## config.mk

```make
export PLATFORM = sky130hd
export DESIGN_NAME = button_bounce_emu
export DESIGN_NICKNAME = d
export VERILOG_FILES = /design/src/rtl/button_bounce_emu.sv
export SDC_FILE = /design/constraint.sdc
export NUM_CORES = 1
export LEC_CHECK = 0
export CORE_ASPECT_RATIO = 0.75
export CORE_MARGIN = 8
export CORE_UTILIZATION = 50
export DETAILED_ROUTE_END_ITERATION = 16
export DONT_BUFFER_PORTS = 1
export PLACE_DENSITY = 0.68
export SYNTH_ARGS = -nofsm -noshare
export SYNTH_HDL_FRONTEND = slang
export SYNTH_SLANG_ARGS = --single-unit
```

## constraint.sdc

```tcl
create_clock -name CLK -period 2.3 [get_ports CLK]
set_input_delay 0.345 -clock CLK [delete_from_list [all_inputs] [get_ports CLK]]
set_output_delay 0.345 -clock CLK [all_outputs]
set_load 0.01 [all_outputs]
```

## src/rtl/button_bounce_emu.sv

```systemverilog
// Button bounce emulator: drives B glitch pairs and then a settle hold onto one active-low pin per command.
// PIN changes on the accept edge, and a command takes all its segments plus SETTLE_CYCLES plus one DONE cycle; cmd_ready is high only in IDLE, and commands presented outside IDLE are dropped.
module button_bounce_emu #(
  parameter int GLITCH_W      = 8,
  parameter int SETTLE_CYCLES = 600000
) (
  input  logic       CLK,
  input  logic       RST_N,
  input  logic       cmd_valid,
  output logic       cmd_ready,
  input  logic [1:0] cmd_chan,
  input  logic       cmd_press,
  input  logic [3:0] cmd_bounces,
  output logic [3:0] PIN,
  output logic       busy,
  output logic       done
);

  localparam logic [2:0] S_IDLE       = 3'd0;
  localparam logic [2:0] S_GLITCH_ON  = 3'd1;
  localparam logic [2:0] S_GLITCH_OFF = 3'd2;
  localparam logic [2:0] S_SETTLE     = 3'd3;
  localparam logic [2:0] S_DONE       = 3'd4;

  localparam int SW = (SETTLE_CYCLES > 1) ? $clog2(SETTLE_CYCLES) : 1;
  localparam logic [SW-1:0] SETTLE_LOAD = SW'(SETTLE_CYCLES - 1);

  logic [2:0]          state;
  logic [15:0]         lfsr;
  logic                lfsr_fb;
  logic [GLITCH_W-1:0] seg_cnt;
  logic [GLITCH_W-1:0] seg_len;
  logic [SW-1:0]       settle_cnt;
  logic [3:0]          pair_cnt;
  logic [3:0]          pair_next;
  logic [3:0]          bounces;
  logic [1:0]          chan;
  logic                target;

  // Fibonacci taps 16,14,13,11; the nonzero seed keeps it out of the all-zero lock-up state.
  assign lfsr_fb   = lfsr[15] ^ lfsr[13] ^ lfsr[12] ^ lfsr[10];
  assign seg_len   = lfsr[GLITCH_W-1:0];
  assign pair_next = pair_cnt + 4'd1;

  // Gated with RST_N so ready is low for the whole reset, not just after the first edge.
  assign cmd_ready = (state == S_IDLE) && RST_N;
  assign busy      = (state != S_IDLE);
  assign done      = (state == S_DONE);

  always_ff @(posedge CLK or negedge RST_N) begin
    if (!RST_N) begin
      state      <= S_IDLE;
      PIN        <= 4'b1111;
      lfsr       <= 16'hACE1;
      seg_cnt    <= '0;
      settle_cnt <= '0;
      pair_cnt   <= '0;
      bounces    <= '0;
      chan       <= '0;
      target     <= 1'b1;
    end else begin
      lfsr <= {lfsr[14:0], lfsr_fb};
      case (state)
        S_IDLE: begin
          if (cmd_valid) begin
            chan          <= cmd_chan;
            target        <= ~cmd_press;
            bounces       <= cmd_bounces;
            pair_cnt      <= '0;
            PIN[cmd_chan] <= ~cmd_press;
            if (cmd_bounces != 4'd0) begin
              state   <= S_GLITCH_ON;
              seg_cnt <= seg_len;
            end else begin
              state      <= S_SETTLE;
              settle_cnt <= SETTLE_LOAD;
            end
          end
        end
        S_GLITCH_ON: begin
          if (seg_cnt == '0) begin
            state     <= S_GLITCH_OFF;
            PIN[chan] <= ~target;
            seg_cnt   <= seg_len;
          end else begin
            seg_cnt <= seg_cnt - GLITCH_W'(1);
          end
        end
        S_GLITCH_OFF: begin
          if (seg_cnt == '0) begin
            PIN[chan] <= target;
            if (pair_next == bounces) begin
              state      <= S_SETTLE;
              settle_cnt <= SETTLE_LOAD;
            end else begin
              state    <= S_GLITCH_ON;
              seg_cnt  <= seg_len;
              pair_cnt <= pair_next;
            end
          end else begin
            seg_cnt <= seg_cnt - GLITCH_W'(1);
          end
        end
        S_SETTLE: begin
          if (settle_cnt == '0) begin
            state <= S_DONE;
          end else begin
            settle_cnt <= settle_cnt - SW'(1);
          end
        end
        S_DONE:  state <= S_IDLE;
        default: state <= S_IDLE;
      endcase
    end
  end

endmodule

```

# Word-level counts from Yosys, hierarchy flattened
# Cells that the tools add are included.
[word_totals]
reg_bits = 62
inputBits = 10
output_inout_bits = 7
wordCells = 87
[classes]
addsub = 3
n_lt_le_gt_ge = 4
eq_ne = 15
n_mux = 34
bitwise = 5
reduce_logical = 17
[op_table]
columns = ["cell", "count"]
rows = [
  ["two-way mux 20 bit", 5],
  ["one-hot mux 20 bit (3 select lines)", 1],
  ["two-way mux 8 bit", 5],
  ["two-way mux 4 bit", 6],
  ["one-hot mux 8 bit (3 select lines)", 1],
  ["logical NOT 20 bit", 1],
  ["subtractor 20 x 1 -> 20 bit (second input constant)", 1],
  ["inequality test 2 bit (second input constant)", 8],
  ["AND reduction 4 bit", 4],
  ["bitwise mux 4 bit", 3],
  ["two-way mux 3 bit", 4],
  ["one-hot mux 3 bit (4 select lines)", 1],
  ["one-hot mux 4 bit (3 select lines)", 1],
  ["nonzero test 3 bit", 3],
  ["logical NOT 8 bit", 1],
  ["one-hot mux 4 bit (2 select lines)", 1],
  ["subtractor 8 x 1 -> 8 bit (second input constant)", 1],
  ["equality test 3 x 2 -> 1 bit (second input constant)", 2],
  ["less-than comparator 2 x 3 -> 1 bit (second input constant)", 2],
  ["AND reduction 6 bit", 1],
  ["adder 4 x 1 -> 4 bit (second input constant)", 1],
  ["demux 1 bit (select 2 bit)", 2],
  ["equality test 4 bit", 1],
  [">= comparator 2 x 1 -> 1 bit (second input constant)", 2],
  ["other kinds (13)", 20],
]

# Longest topological paths before layout
[logic_depth]
word_depth = 7
depth_mapped = 8

# Worst setup path before layout
# Ideal clock, no wire load.
[synth_path]
path_kind = "register to register"
from = "reg pair_cnt[0]"
to = "reg settle_cnt[1]"
t_arrival_ns = 2.175
setup_slack_ns = -0.002
stages_incl_launch_ff = 7
path_buffers = 0
period_less_slack_ns = 2.302
cell_sequence = "dfrtp_1 -> ha_1 -> xnor3_1 -> nand3_2 -> a311oi_4 -> o21a_2 -> mux2_1"
[synth_via]
elab_chain_len = 4
[synth_lines]
columns = ["element", "line", "source"]
rows = [
  ["start, declared", "34", "logic [3:0] pair_cnt;"],
  ["start signal, assigned", "98", "pair_cnt <= pair_next;"],
  ["adder 4 x 1 -> 4 bit", "43", "assign pair_next = pair_cnt + 4'd1;"],
  ["equality test 4 bit", "92", "if (pair_next == bounces) begin"],
  ["inequality test 2 bit (no source line)", "n/a", ""],
  ["AND reduction 6 bit (no source line)", "n/a", ""],
  ["end signal, assigned", "108", "settle_cnt <= settle_cnt - SW'(1);"],
  ["end, declared", "33", "logic [SW-1:0] settle_cnt;"],
]
# Every way passes these cells.
# A chain may end at the register's enable or synchronous reset.

# Worst setup path in the final report
[layout_path]
from = "reg seg_cnt[0]"
to = "reg settle_cnt[1]"
[layout_via]
elab_chain_len = 3
[layout_lines]
columns = ["element", "line", "source"]
rows = [
  ["start, declared", "31", "logic [GLITCH_W-1:0] seg_cnt;"],
  ["start signal, assigned", "73", "seg_cnt <= seg_len;"],
  ["start signal, assigned", "84", "seg_cnt <= seg_len;"],
  ["start signal, assigned", "86", "seg_cnt <= seg_cnt - GLITCH_W'(1);"],
  ["logical NOT 8 bit", "90", "if (seg_cnt == '0) begin"],
  ["inequality test 2 bit (no source line)", "n/a", ""],
  ["AND reduction 6 bit (no source line)", "n/a", ""],
]
# Every way passes these cells.

==> results.yml <==
power:
  p_per_area_nw_per_um2: 545
  total_power_mw: 2.14
  p_leak_nw: 1.65
  vdd_drop_max_v: 0.000412
final_layout:
  ff_latch_area_um2: 1570
  nFillCells: 577
  drive_gt1_share_pct: 24.4
  syn2layout_area_growth_pct: 16.5
  diodes: 0
  fin_nets: 375
  multi_input_area_um2: 1760
detailed_routing:
  num_vias: 2820
  drt-total-wl_mm: 7.97
  drtAntennaViolNets: 0
  routed_via_density: 6.28
  post-route-drc-count: 0
  first_pass_iters: 5
  post_drt_wl_per_cell_um: 17.8
  drt-initial-drc-count: 184
clock_tree:
  cts_tree: "built"
  htree_num_levels: 3
  numCtsBuffers: 9
  cts_buffer_depth: 2
  clk_pin_slew_ns: 0.07
  cts.sinks: 62
  clk_latency_ns: 0.35
  root_buffer: "clkbuf_8"
timing:
  clock.fmax_ghz: 0.457
  setup_violations: 0
  finalCriticalPeriod_ns: 2.19
  hold_viol_final: 0
  hold_slack_ns: 0.0440
  skew_ns: 0.00773
  period_share_pct: 95.2
  max_slew.worst_pin.slew_ns: 0.659
  setup-tns-final_ns: 0
  rsz0062_at_grt: "false"
  slew_headroom_pct: 55.3
  setup_ws_ns: 0.111
  maxSlewViolCount: 0
synth:
  ys_seq_area_share_pct: 46.4
  yosysWarnings: 0
  synthesis.area_um2: 3380
  yosys_register_bits: 62
  async_flop_share_pct: 100
  yosys_most_used_dff: "dfrtp_1"
  synth_nets: 341
  synth_edf_count: 0
  syn_avg_cell_area_um2: 10.4
  syn_inst: 326
  ys_types: 64
floorplan:
  die_h_um: 87.2
  initial_core_util_pct: 50.7
  core_area_um2: 6670
  die_w_um: 111
  die_area_um2: 9670
  ios: 17
  row_count: 26
grt:
  grt.total_usage_pct: 17.3
  grt_start_max_net_pins: 63
  grt_pass1_vias: 2682
  grt_overflow: 0
  antenna_found_initial: 0
  grt_first_pass_wirelength_mm: 13.6
placement:
  place_ws_ns: 0.0565
  place_congestion: 0.843
  dpl.hpwl_mm: 5.51
  port_buffers: 0
worst_setup_path:
  required_ns: 2.53
  arrival_ns: 2.42
  rrSetupSlack_ns: 0.11
  crit_path_end_kind: "flop"
  criticalPathCategory: "reg -> reg"
  cp_max_fo: 4
  start_kind: "flop"
job:
  maxCapViolations: 0
status:
  status: "complete, no violations"
hold_path:
  hold_class: "in -> reg"
cells in the final DEF (no fill, tap or decap), types with 3 or more instances in the layout:
cell type / n
o21ai_1: 4
dfrtp_1: 49
o21a_1: 5
xor2_1: 3
o22ai_1: 3
mux2_2: 11
nor3_1: 20
a31oi_1: 5
nor2_1: 16
clkbuf_8: 9
a2bb2oi_1: 4
o31ai_1: 10
a21oi_1: 16
o21ai_0: 13
clkinv_4: 3
buf_4: 29
nand2_1: 18
dfstp_2: 13
or3_1: 5
xnor2_1: 7
and3_1: 3
inv_1: 11
nor2b_1: 5
o221ai_1: 4
o2bb2ai_1: 6
or4_1: 3
nand3b_1: 4
nand2b_1: 3
o311a_1: 3
or3b_2: 3
a22o_1: 3
ha_1: 4
a211oi_1: 3
nor4_1: 4
nand3_1: 9
a22oi_1: 3
a21o_1: 6
o211ai_1: 3
logic make-up (layout without fill, tap and decap cells):
family	Yosys count	after routing	share of synthesized area (%)
AOI/OAI and AO/OA	110	110	23.9
and+or+nand+nor	107	107	17.8
xor gates and xnor gates	11	11	3.26
buffers and inverters	19	58	2.85
adders and majority gates	5	5	1.85
DFF	62	62	46.4
muxes	12	12	4.00
through the flow:
| stage | area, um2 | cells | util, % |
|---|---|---|---|
| floorplan | 3380 | 326 | - |
| global placement | 3630 | 429 | 54.4 |
| detailed placement | 3630 | 429 | 54.4 |
| CTS | 3870 | 447 | 58.1 |
| global route | 3940 | 449 | 59.0 |
| finish | 3940 | 449 | 59.0 |
Yosys cell counts, drive strengths merged (5+ instances only):
master	n	area (um2)
dfrtp	49	1230
nor3	21	105
o21ai	20	111
nand2	18	67.6
a21oi	17	85.1
nor2	16	60.1
dfstp	13	342
mux2	12	135
inv	11	41.3
nand3	10	55.1
o31ai	10	75.1
xnor2	7	61.3
a21o	6	45.0
nor4	6	50.0
o21a	6	46.3
o2bb2ai	6	52.6
a31oi	5	31.3
ha	5	62.6
nor2b	5	31.3
or3	5	31.3
or4	5	45.0
cell type report:
cell class | instances | area share [%]
Tap cell | 84 | 2.67
Clock inverter | 7 | 2.07
Inverter | 11 | 1.05
Clock buffer | 9 | 3.15
Multi-Input combinational cell | 245 | 44.8
Timing Repair Buffer | 31 | 6.48
Sequential cell | 62 | 39.8
layer usage:
layer	share of wire [%]	global-route usage, %
met1	50	24.4
met3	6.5	4.20
met4	1.5	5.62
met2	42	25.4
met5	0	0
critical path, stage by stage (launching register included):
cell,delay [ns]
dfrtp_1,0.41
inv_1,0.09
ha_1,0.17
nor3b_2,0.25
nand3_2,0.15
a311oi_4,0.44
o21a_2,0.24
mux2_1,0.32
flip-flops by register name (all words and copies together) (netlist names), named ones only:
signal / count
settle_cnt: 20
lfsr: 16
seg_cnt: 8
bounces: 4
pair_cnt: 4
state: 3
chan: 2
target: 1
where the power goes:
group	internal (mW)	total [mW]	switching, mW	leakage [nW]
clock network	0.512	0.983	0.471	0.100
logic	0.0216	0.0559	0.0343	0.790
registers	1.10	1.10	0.00627	0.764
final timing paths:
| path | start | cells past startpoint | endpoint |
|---|---|---|---|
| min | cmd_press | 1 | target |
| max reg2reg | seg_cnt[0] | 7 | settle_cnt[1] |
| min reg2reg | lfsr[9] | 0 | lfsr[10] |
| max in group asynchronous | RST_N | 2 | lfsr[7] |
| max | seg_cnt[0] | 7 | settle_cnt[1] |
| min in group asynchronous | RST_N | 2 | state[2] |
what timing repair did:
action,in CTS,in global routing
setup endpoints to repair,0,10
setup buffers,0,2
hold endpoints to repair,62,0
resized for setup,0,8
hold buffers,2,0
(Power assumes the default switching activity.)
